### src/rtl/proc_core_param.sv
// Parametrised register/ALU/control core with a multi-cycle FSM, valid/ready instruction,
// IN and OUT handshakes, and a sticky HALT. Optional macro PROC_R0_ZERO_EN hardwires regs[0] to 0.
module proc_core_param #(
    parameter int  DATA_W   = 8,
    parameter int  NUM_REGS = 8,
    localparam int REG_AW   = $clog2(NUM_REGS),
    localparam int INSTR_W  = 5 + 3 * REG_AW
) (
    input  logic               clk,
    input  logic               rst,
    input  logic [INSTR_W-1:0] instr,
    input  logic               instr_valid,
    output logic               instr_ready,
    input  logic [DATA_W-1:0]  in_data,
    input  logic               in_valid,
    output logic               in_ready,
    output logic [DATA_W-1:0]  out_data,
    output logic               out_valid,
    input  logic               out_ready,
    output logic [DATA_W-1:0]  result,
    output logic               done,
    output logic               zero_flag,
    output logic               carry_flag,
    output logic               sign_flag,
    output logic               overflow_flag,
    output logic               halted,
    input  logic [REG_AW-1:0]  dbg_addr,
    output logic [DATA_W-1:0]  dbg_data
);

    typedef enum logic [2:0] {
        S_IDLE     = 3'd0,
        S_EXEC     = 3'd1,
        S_WB       = 3'd2,
        S_IN_WAIT  = 3'd3,
        S_OUT_WAIT = 3'd4,
        S_HALTED   = 3'd5
    } state_t;

    localparam logic [4:0] OP_ADD  = 5'd0;
    localparam logic [4:0] OP_SUB  = 5'd1;
    localparam logic [4:0] OP_MUL  = 5'd2;
    localparam logic [4:0] OP_DIV  = 5'd3;
    localparam logic [4:0] OP_MOD  = 5'd4;
    localparam logic [4:0] OP_AND  = 5'd5;
    localparam logic [4:0] OP_OR   = 5'd6;
    localparam logic [4:0] OP_XOR  = 5'd7;
    localparam logic [4:0] OP_GT   = 5'd8;
    localparam logic [4:0] OP_LT   = 5'd9;
    localparam logic [4:0] OP_EQ   = 5'd10;
    localparam logic [4:0] OP_NE   = 5'd11;
    localparam logic [4:0] OP_MOV  = 5'd12;
    localparam logic [4:0] OP_SHL  = 5'd13;
    localparam logic [4:0] OP_SHR  = 5'd14;
    localparam logic [4:0] OP_IN   = 5'd15;
    localparam logic [4:0] OP_OUT  = 5'd16;
    localparam logic [4:0] OP_HALT = 5'd17;
    localparam logic [4:0] OP_NOP0 = 5'd18;

    state_t              state_r;
    state_t              state_nxt_s;
    logic [INSTR_W-1:0]  instr_r;
    logic [DATA_W-1:0]   regs_r [NUM_REGS];
    logic [DATA_W-1:0]   wb_data_r;
    logic                wb_we_r;
    logic                wb_fl_r;
    logic                zf_p_r, cf_p_r, sf_p_r, vf_p_r;
    logic [DATA_W-1:0]   result_r;
    logic                zero_r, carry_r, sign_r, ovf_r;
    logic [DATA_W-1:0]   out_data_r;
    logic                out_valid_r;
    logic                done_r;
    logic                halted_r;

    logic [4:0]          op_s, op_in_s;
    logic [REG_AW-1:0]   rd_s, rs_s, rt_s, rs_in_s;
    logic [DATA_W-1:0]   a_s, b_s;
    logic [DATA_W:0]     sum_s, diff_s;
    logic [2*DATA_W-1:0] prod_s;
    logic [DATA_W-1:0]   alu_res_s;
    logic                alu_c_s, alu_v_s;
    logic                flag_op_s;
    logic                reg_we_s;

    assign op_s    = instr_r[INSTR_W-1 -: 5];
    assign rd_s    = instr_r[3*REG_AW-1 -: REG_AW];
    assign rs_s    = instr_r[2*REG_AW-1 -: REG_AW];
    assign rt_s    = instr_r[REG_AW-1:0];
    assign op_in_s = instr[INSTR_W-1 -: 5];
    assign rs_in_s = instr[2*REG_AW-1 -: REG_AW];

    assign a_s    = regs_r[rs_s];
    assign b_s    = regs_r[rt_s];
    assign sum_s  = {1'b0, a_s} + {1'b0, b_s};
    assign diff_s = {1'b0, a_s} - {1'b0, b_s};
    assign prod_s = {{DATA_W{1'b0}}, a_s} * {{DATA_W{1'b0}}, b_s};

    assign flag_op_s = (op_s <= OP_NE) || (op_s == OP_SHL) || (op_s == OP_SHR);

    // ALU result with carry/overflow; the MSB of diff_s is the borrow out
    always_comb begin
        alu_res_s = '0;
        alu_c_s   = 1'b0;
        alu_v_s   = 1'b0;
        case (op_s)
            OP_ADD: begin
                alu_res_s = sum_s[DATA_W-1:0];
                alu_c_s   = sum_s[DATA_W];
                alu_v_s   = (a_s[DATA_W-1] == b_s[DATA_W-1]) && (alu_res_s[DATA_W-1] != a_s[DATA_W-1]);
            end
            OP_SUB: begin
                alu_res_s = diff_s[DATA_W-1:0];
                alu_c_s   = diff_s[DATA_W];
                alu_v_s   = (a_s[DATA_W-1] != b_s[DATA_W-1]) && (alu_res_s[DATA_W-1] != a_s[DATA_W-1]);
            end
            OP_MUL: begin
                alu_res_s = prod_s[DATA_W-1:0];
                alu_c_s   = |prod_s[2*DATA_W-1:DATA_W];
            end
            OP_DIV: begin
                if (b_s == '0) alu_res_s = '1;
                else           alu_res_s = a_s / b_s;
            end
            OP_MOD: begin
                if (b_s == '0) alu_res_s = a_s;
                else           alu_res_s = a_s % b_s;
            end
            OP_AND: alu_res_s = a_s & b_s;
            OP_OR:  alu_res_s = a_s | b_s;
            OP_XOR: alu_res_s = a_s ^ b_s;
            OP_GT:  alu_res_s = {{(DATA_W-1){1'b0}}, (a_s > b_s)};
            OP_LT:  alu_res_s = {{(DATA_W-1){1'b0}}, (a_s < b_s)};
            OP_EQ:  alu_res_s = {{(DATA_W-1){1'b0}}, (a_s == b_s)};
            OP_NE:  alu_res_s = {{(DATA_W-1){1'b0}}, (a_s != b_s)};
            OP_MOV: alu_res_s = a_s;
            OP_SHL: begin
                alu_res_s = {a_s[DATA_W-2:0], 1'b0};
                alu_c_s   = a_s[DATA_W-1];
            end
            OP_SHR: begin
                alu_res_s = {1'b0, a_s[DATA_W-1:1]};
                alu_c_s   = a_s[0];
            end
            default: alu_res_s = '0;
        endcase
    end

    // State register
    always_ff @(posedge clk) begin
        if (rst) state_r <= S_IDLE;
        else     state_r <= state_nxt_s;
    end

    // Next-state decode
    always_comb begin
        state_nxt_s = state_r;
        case (state_r)
            S_IDLE: begin
                if (instr_valid) begin
                    if      (op_in_s == OP_IN)   state_nxt_s = S_IN_WAIT;
                    else if (op_in_s == OP_OUT)  state_nxt_s = S_OUT_WAIT;
                    else if (op_in_s == OP_HALT) state_nxt_s = S_HALTED;
                    else if (op_in_s >= OP_NOP0) state_nxt_s = S_WB;
                    else                         state_nxt_s = S_EXEC;
                end else begin
                    state_nxt_s = S_IDLE;
                end
            end
            S_EXEC:     state_nxt_s = S_WB;
            S_WB:       state_nxt_s = S_IDLE;
            S_IN_WAIT: begin
                if (in_valid) state_nxt_s = S_WB;
                else          state_nxt_s = S_IN_WAIT;
            end
            S_OUT_WAIT: begin
                if (out_ready) state_nxt_s = S_WB;
                else           state_nxt_s = S_OUT_WAIT;
            end
            S_HALTED:   state_nxt_s = S_HALTED;
            default:    state_nxt_s = S_IDLE;
        endcase
    end

    // Instruction latch, pending write-back, flags and port registers
    always_ff @(posedge clk) begin
        if (rst) begin
            instr_r     <= '0;
            wb_data_r   <= '0;
            wb_we_r     <= 1'b0;
            wb_fl_r     <= 1'b0;
            zf_p_r      <= 1'b0;
            cf_p_r      <= 1'b0;
            sf_p_r      <= 1'b0;
            vf_p_r      <= 1'b0;
            result_r    <= '0;
            zero_r      <= 1'b0;
            carry_r     <= 1'b0;
            sign_r      <= 1'b0;
            ovf_r       <= 1'b0;
            out_data_r  <= '0;
            out_valid_r <= 1'b0;
            done_r      <= 1'b0;
            halted_r    <= 1'b0;
        end else begin
            done_r <= 1'b0;
            case (state_r)
                S_IDLE: begin
                    if (instr_valid) begin
                        instr_r <= instr;
                        wb_we_r <= 1'b0;
                        wb_fl_r <= 1'b0;
                        if (op_in_s == OP_OUT) begin
                            out_data_r  <= regs_r[rs_in_s];
                            out_valid_r <= 1'b1;
                        end
                        if (op_in_s == OP_HALT) halted_r <= 1'b1;
                        if (op_in_s >= OP_NOP0) done_r <= 1'b1;
                    end
                end
                S_EXEC: begin
                    wb_data_r <= alu_res_s;
                    wb_we_r   <= 1'b1;
                    wb_fl_r   <= flag_op_s;
                    zf_p_r    <= (alu_res_s == '0);
                    cf_p_r    <= alu_c_s;
                    sf_p_r    <= alu_res_s[DATA_W-1];
                    vf_p_r    <= alu_v_s;
                    done_r    <= 1'b1;
                end
                S_IN_WAIT: begin
                    if (in_valid) begin
                        wb_data_r <= in_data;
                        wb_we_r   <= 1'b1;
                        wb_fl_r   <= 1'b0;
                        done_r    <= 1'b1;
                    end
                end
                S_OUT_WAIT: begin
                    if (out_ready) begin
                        out_valid_r <= 1'b0;
                        wb_we_r     <= 1'b0;
                        wb_fl_r     <= 1'b0;
                        done_r      <= 1'b1;
                    end
                end
                S_WB: begin
                    if (wb_we_r) result_r <= wb_data_r;
                    if (wb_fl_r) begin
                        zero_r  <= zf_p_r;
                        carry_r <= cf_p_r;
                        sign_r  <= sf_p_r;
                        ovf_r   <= vf_p_r;
                    end
                end
                S_HALTED: halted_r <= 1'b1;
                default:  done_r   <= 1'b0;
            endcase
        end
    end

`ifdef PROC_R0_ZERO_EN
    assign reg_we_s = (state_r == S_WB) && wb_we_r && (rd_s != '0);
    assign dbg_data = (dbg_addr == '0) ? '0 : regs_r[dbg_addr];
`else
    assign reg_we_s = (state_r == S_WB) && wb_we_r;
    assign dbg_data = regs_r[dbg_addr];
`endif

    // Register file
    always_ff @(posedge clk) begin
        if (rst) begin
            for (int i = 0; i < NUM_REGS; i++) regs_r[i] <= '0;
        end else if (reg_we_s) begin
            regs_r[rd_s] <= wb_data_r;
        end
    end

    assign instr_ready   = (state_r == S_IDLE);
    assign in_ready      = (state_r == S_IN_WAIT);
    assign out_data      = out_data_r;
    assign out_valid     = out_valid_r;
    assign result        = result_r;
    assign done          = done_r;
    assign zero_flag     = zero_r;
    assign carry_flag    = carry_r;
    assign sign_flag     = sign_r;
    assign overflow_flag = ovf_r;
    assign halted        = halted_r;

endmodule

### config.mk
export PLATFORM = sky130hd
export DESIGN_NAME = proc_core_param
export DESIGN_NICKNAME = d
export VERILOG_FILES = /design/src/rtl/proc_core_param.sv
export SDC_FILE = /design/constraint.sdc
export NUM_CORES = 1
export LEC_CHECK = 0
export BUFFER_PORTS_ARGS = -buffer_cell sky130_fd_sc_hd__buf_4
export CORE_MARGIN = 5
export CORE_UTILIZATION = 60
export CTS_CLUSTER_SIZE = 40
export DETAILED_ROUTE_END_ITERATION = 7
export GPL_TIMING_DRIVEN = 1
export PLACE_DENSITY = 0.78
export SETUP_SLACK_MARGIN = 0.05
export SLEW_MARGIN = 20
export SYNTH_ARGS = -nofsm -noshare
export SYNTH_HDL_FRONTEND = slang
export SYNTH_SLANG_ARGS = --single-unit
export TNS_END_PERCENT = 30
### constraint.sdc
create_clock -name clk -period 15.1 [get_ports clk]
set_input_delay 3.775 -clock clk [delete_from_list [all_inputs] [get_ports clk]]
set_output_delay 3.775 -clock clk [all_outputs]
set_load 0.05 [all_outputs]
Yosys cells after proc, flatten, opt, wreduce, memory -nomap -nowiden
Memories as Yosys holds them, arrays and structs flattened. A register that Yosys moved wholly into a read port is not among the register bits.
Cells that the tools add are included.
{ "word_totals": {"ff_bits": 46, "rom_bits": 0, "latch_bits": 0, "in_bits": 30, "n_memories": 1, "mem_bits_rw": 64, "elab_cells": 130} }
{ "classes": {"div": 2, "reduce_logical": 23, "addsub": 2, "n_mul": 1, "magnitude_cmp": 4, "n_bitwise": 3, "mux": 44, "n_shift": 0, "n_eq_ne": 33} }
{ "mem_list": {"columns": ["memory", "depth", "word_bits", "rd", "rd_ports_with_merged_regs", "wr", "line", "text"], "rows": [
  ["regs_r", 8, 8, 4, 3, 8, "63", "logic [DATA_W-1:0] regs_r [NUM_REGS];"]
]} }
{ "op_table": {"columns": ["operator", "n"], "rows": [
  ["$pmux 8 s15", 1],
  ["$eq 5x4->1 const B", 8],
  ["$mux 8", 4],
  ["$mux 3", 10],
  ["$eq 5x3->1 const B", 4],
  ["$mux 1", 19],
  ["$logic_not 8->1", 2],
  ["$mul 8x8->16", 1],
  ["$pmux 8 s2", 1],
  ["$reduce_or 8->1", 2],
  ["$pmux 3 s5", 1],
  ["$pmux 1 s4", 3],
  ["$eq 5x2->1 const B", 2],
  ["$eq 5x5->1 const B", 2],
  ["$add 8x8->9", 1],
  ["$sub 8x8->9", 1],
  ["$and 8x8->8", 1],
  ["$div 8x8->8", 1],
  ["$eq 8x8->1", 1],
  ["$gt 8x8->1", 1],
  ["$lt 8x8->1", 1],
  ["$mod 8x8->8", 1],
  ["$ne 8x8->1", 1],
  ["$or 8x8->8", 1],
  ["23 further kinds", 42]
]} }

Longest topological paths before layout
{ "logic_depth": {"depth_word": 7, "ltp_mapped": 68, "mapped_depth_nobuf": 62} }

Worst setup path before layout
OpenSTA, ideal clock, no wires.
{ "synth_path": {"path_kind": "register to register", "startpoint": "register with a tool-made name", "endpoint": "register zf_p_r", "arrival_ns": 13.207, "stages_incl_launch_ff": 63, "period_less_slack_ns": 13.294, "n_path_buf": 6, "slack_ns": 1.806, "path_cell_list": "dfxtp_1 -> clkbuf_1 -> buf_1 -> mux4_2 -> mux2i_1 -> clkbuf_1 -> inv_1 -> ha_1 -> a22oi_1 -> ha_1 -> o21a_1 -> o21a_1 -> a21oi_1 -> nor2_1 -> ha_1 -> a21oi_1 -> o21bai_1 -> and2_1 -> (+27 left out) -> or3_1 -> o2bb2ai_1 -> o21ai_0 -> a221oi_1 -> nor3_1 -> a2111oi_0 -> nor2_1 -> ha_1 -> nand4_1 -> nor3_1 -> nor3_1 -> a21o_1 -> a31oi_1 -> mux2i_1 -> a221oi_1 -> nor4bb_1 -> nand4_1 -> o31ai_1"} }
{ "synth_lines": {"columns": ["item", "line", "text"], "rows": [
  ["end signal: assignment", "224", "zf_p_r <= (alu_res_s == '0);"],
  ["end: declaration", "67", "logic zf_p_r, cf_p_r, sf_p_r, vf_p_r;"]
]} }

==> summary.txt <==
DRC -> 0
top post-synthesis cells by count -> nor2_1 (149), nand2_1 (119), a21oi_1 (99), ha_1 (99), inv_1 (93)
Worst path slowest cell -> mux4_2
dpl ws -> 345 ps
post-route setup TNS -> 0 ps
leakage power -> 5.64 nW
CP endpoint kind -> flip-flop
worst r2r src -> regs_r[6][5]
Pwr Density -> 156 mW/mm^2
Total Power -> 2.12 mW
Hold Vio Cnt, Final -> 0
first-pass GRT wire length -> 61000 um
TritonCTS clock tree -> done
final setup skew -> 6.36 ps
worst vdd ir -> 0.000113 V
Congestion Overflow GR -> 0
status -> complete, no violations
number of synthesized flops with an enable pin -> 64
largest cells by area after synthesis -> edfxtp_1 (16%), mux4_2 (11%), ha_1 (10%), dfxtp_1 (9.8%), fa_1 (6.4%)
clock buffer count from CTS -> 17
FF-to-FF End -> zf_p_r
share of layout cells above drive strength 1 -> 0.176
gp weighted congestion -> 0.957
cell count after synthesis -> 1339
H-tree depth -> 4
sequential share of the synthesized area -> 0.256
ys flop type -> edfxtp_1
Die W -> 153 um
PnR worst setup slack -> 784 ps
largest net degree at the start of global routing -> 67
Yosys top cell by area -> edfxtp_1
fin cells -> 1664
Final Core Density -> 0.677
Final HPWL DP -> 28200 um
starting density of the core -> 0.607
Starting DRT DRC Count -> 1567
CP startpoint kind -> flip-flop
max_cap viols -> 0
Bufs on Longest Clock Path -> 2
TritonCTS sink count -> 124
hold depth -> 2
Via density -> 6.82
Reg2Reg Setup Slack -> 780 ps
row count -> 52
Synthesized Nets -> 1507
worst-margin pin slew -> 970 ps
Unique masters post-synth -> 75
root buffer cell -> clkbuf_16
WL/cell -> 23.4 um
final period utilization -> 0.948
Clock transition at path regs -> 60 ps
GRT Overall Usage -> 0.328
worst skew pair latency -> 420 ps
Vias -> 11300
fin nets -> 1549
Critical Path RT -> 15430 ps
ant diodes -> 0
RSZ-0062 raised after global routing -> yes
Die ar. -> 0.0233 mm^2
Slew HR -> 0.337
post-layout minimum cycle time -> 14320 ps
most frequent cell after synthesis -> nor2_1
cell family with most CP delay -> compound AO/OA/AOI/OAI gates
Max Freq -> 0.0699 GHz
Boundary Pins -> 63
Area Growth Syn to Fin -> 11.6%
initial antenna violation count -> 0
Avg Cell Area, Syn -> 9.11 um^2
Top cell by count, worst path -> ha_1
# Post-CTS Setup Buffers -> 0
vias in the first global route -> 11100
Post-synth ARST share -> 0
Hold Path End -> result[3]
area share of the largest cell type after synthesis -> 0.157
antenna viol nets, final -> 0
peak fanout along the critical path -> 11
final wirelength -> 39000 um
critical path class -> reg2reg
Core ar. -> 0.0201 mm^2
dpl cells -> 1632
Synth warnings -> 0
Slew Viols, Final -> 0
WP data arrival -> 14650 ps
final setup violation count -> 0
reg2reg path depth -> 56
mapped cell area -> 0.0122 mm^2
first drt pass iteration count -> 6
hold crit path type -> reg2reg
post-synthesis register bit count -> 124
Largest stage delay, worst path -> 560 ps
PortBufs -> 62
WP buf/inv -> 3
Hold Crit Start -> result[3]
Die Ht -> 153 um
==> flip-flops by register name (all words and copies together), names as in the netlist, 3 cells and up, named ones only <==
signal,cells
instr_r,14
state_r,3
wb_data_r,8
out_data,8
regs_r,64
result,8
==> through the flow <==
step	hold WS [ps]	area, um^2
after detailed placement	448	12900
after global routing	475	13600
after floorplan	425	12200
after CTS	456	13500
after global placement	444	12900
final	454	13600
==> how the worst max path moves through the flow <==
stage                      start     end  slack [ps]  cells after the start
global placement       flip-flop  zf_p_r         670                     54
CTS                    flip-flop  zf_p_r         200                     57
finish              regs_r[6][5]  zf_p_r         780                     56
floorplan              flip-flop  zf_p_r        1810                     62
global route           flip-flop  zf_p_r        -100                     58
detailed placement     flip-flop  zf_p_r         340                     55
==> per-layer routing <==
metal  vias up  GRT usage  share of wire
met2       838      0.529           0.47
li1       4955          -              -
met4         0      0.174          0.059
met3       177     0.0699           0.11
met5         -          0              0
met1      5373      0.417           0.36
==> cell usage in the layout, fill, tap and decap left out, types with 6 or more instances in the layout <==
| master | n |
|---|---|
| and2_1 | 70 |
| o221ai_1 | 8 |
| or3_1 | 15 |
| a21oi_1 | 99 |
| a31oi_1 | 7 |
| or2_2 | 13 |
| clkbuf_16 | 17 |
| inv_1 | 93 |
| buf_4 | 89 |
| xnor2_1 | 16 |
| nor2_1 | 147 |
| fa_1 | 39 |
| mux2i_1 | 39 |
| nor2b_1 | 11 |
| a22oi_1 | 9 |
| nor3_1 | 20 |
| o21bai_1 | 9 |
| a211oi_1 | 16 |
| nand2_1 | 118 |
| a211o_1 | 6 |
| o21a_1 | 8 |
| o22ai_1 | 11 |
| nand3_1 | 22 |
| o31ai_1 | 7 |
| edfxtp_1 | 64 |
| mux4_2 | 58 |
| ha_1 | 99 |
| mux2_2 | 19 |
| a21o_1 | 14 |
| nand4_1 | 11 |
| dfxtp_1 | 56 |
| o211ai_1 | 9 |
| nand2b_1 | 12 |
| xor2_1 | 9 |
| o21ai_0 | 38 |
==> report_power, final <==
part | internal [mW] | total (mW) | switching [mW]
combinational | 0.512 | 1.34 | 0.823
sequential | 0.367 | 0.392 | 0.0257
clock | 0.242 | 0.396 | 0.154
total | 1.12 | 2.12 | 1.00
==> logic make-up (layout without fill, tap and decap cells) <==
logic type	after synthesis	in the layout	share of synthesized area
flip-flops	124	124	0.256
AO/OA/AOI/OAI	304	304	0.164
buffers and inverters	160	215	0.0509
adder cells (fa/ha/maj)	138	138	0.165
AND/OR/NAND/NOR	470	470	0.185
XOR/XNOR	25	25	0.0179
multiplexers	118	118	0.160
==> layout make-up <==
| type | count | area (um^2) |
|---|---|---|
| Multi-Input combinational cell | 1055 | 8550 |
| Fill cell | 1572 | 6490 |
| Sequential cell | 124 | 3130 |
| Timing Repair Buffer | 89 | 668 |
| Clock buffer | 17 | 425 |
| Inverter | 94 | 353 |
| Tap cell | 270 | 338 |
| Clock inverter | 15 | 149 |
==> tightest hold or removal path, delay by kind of cell, from the launching register on <==
| kind | cells | cell delay, ps |
|---|---|---|
| AND/OR/NAND/NOR | 1 | 50 |
| AO/OA/AOI/OAI | 1 | 50 |
| flip-flops | 1 | 300 |
==> what timing repair did <==
item	in CTS	in global routing
hold buffers	0	0
resized for setup	0	25
setup endpoints to repair	0	10
Note: power is estimated with default switching activity, not from simulation.
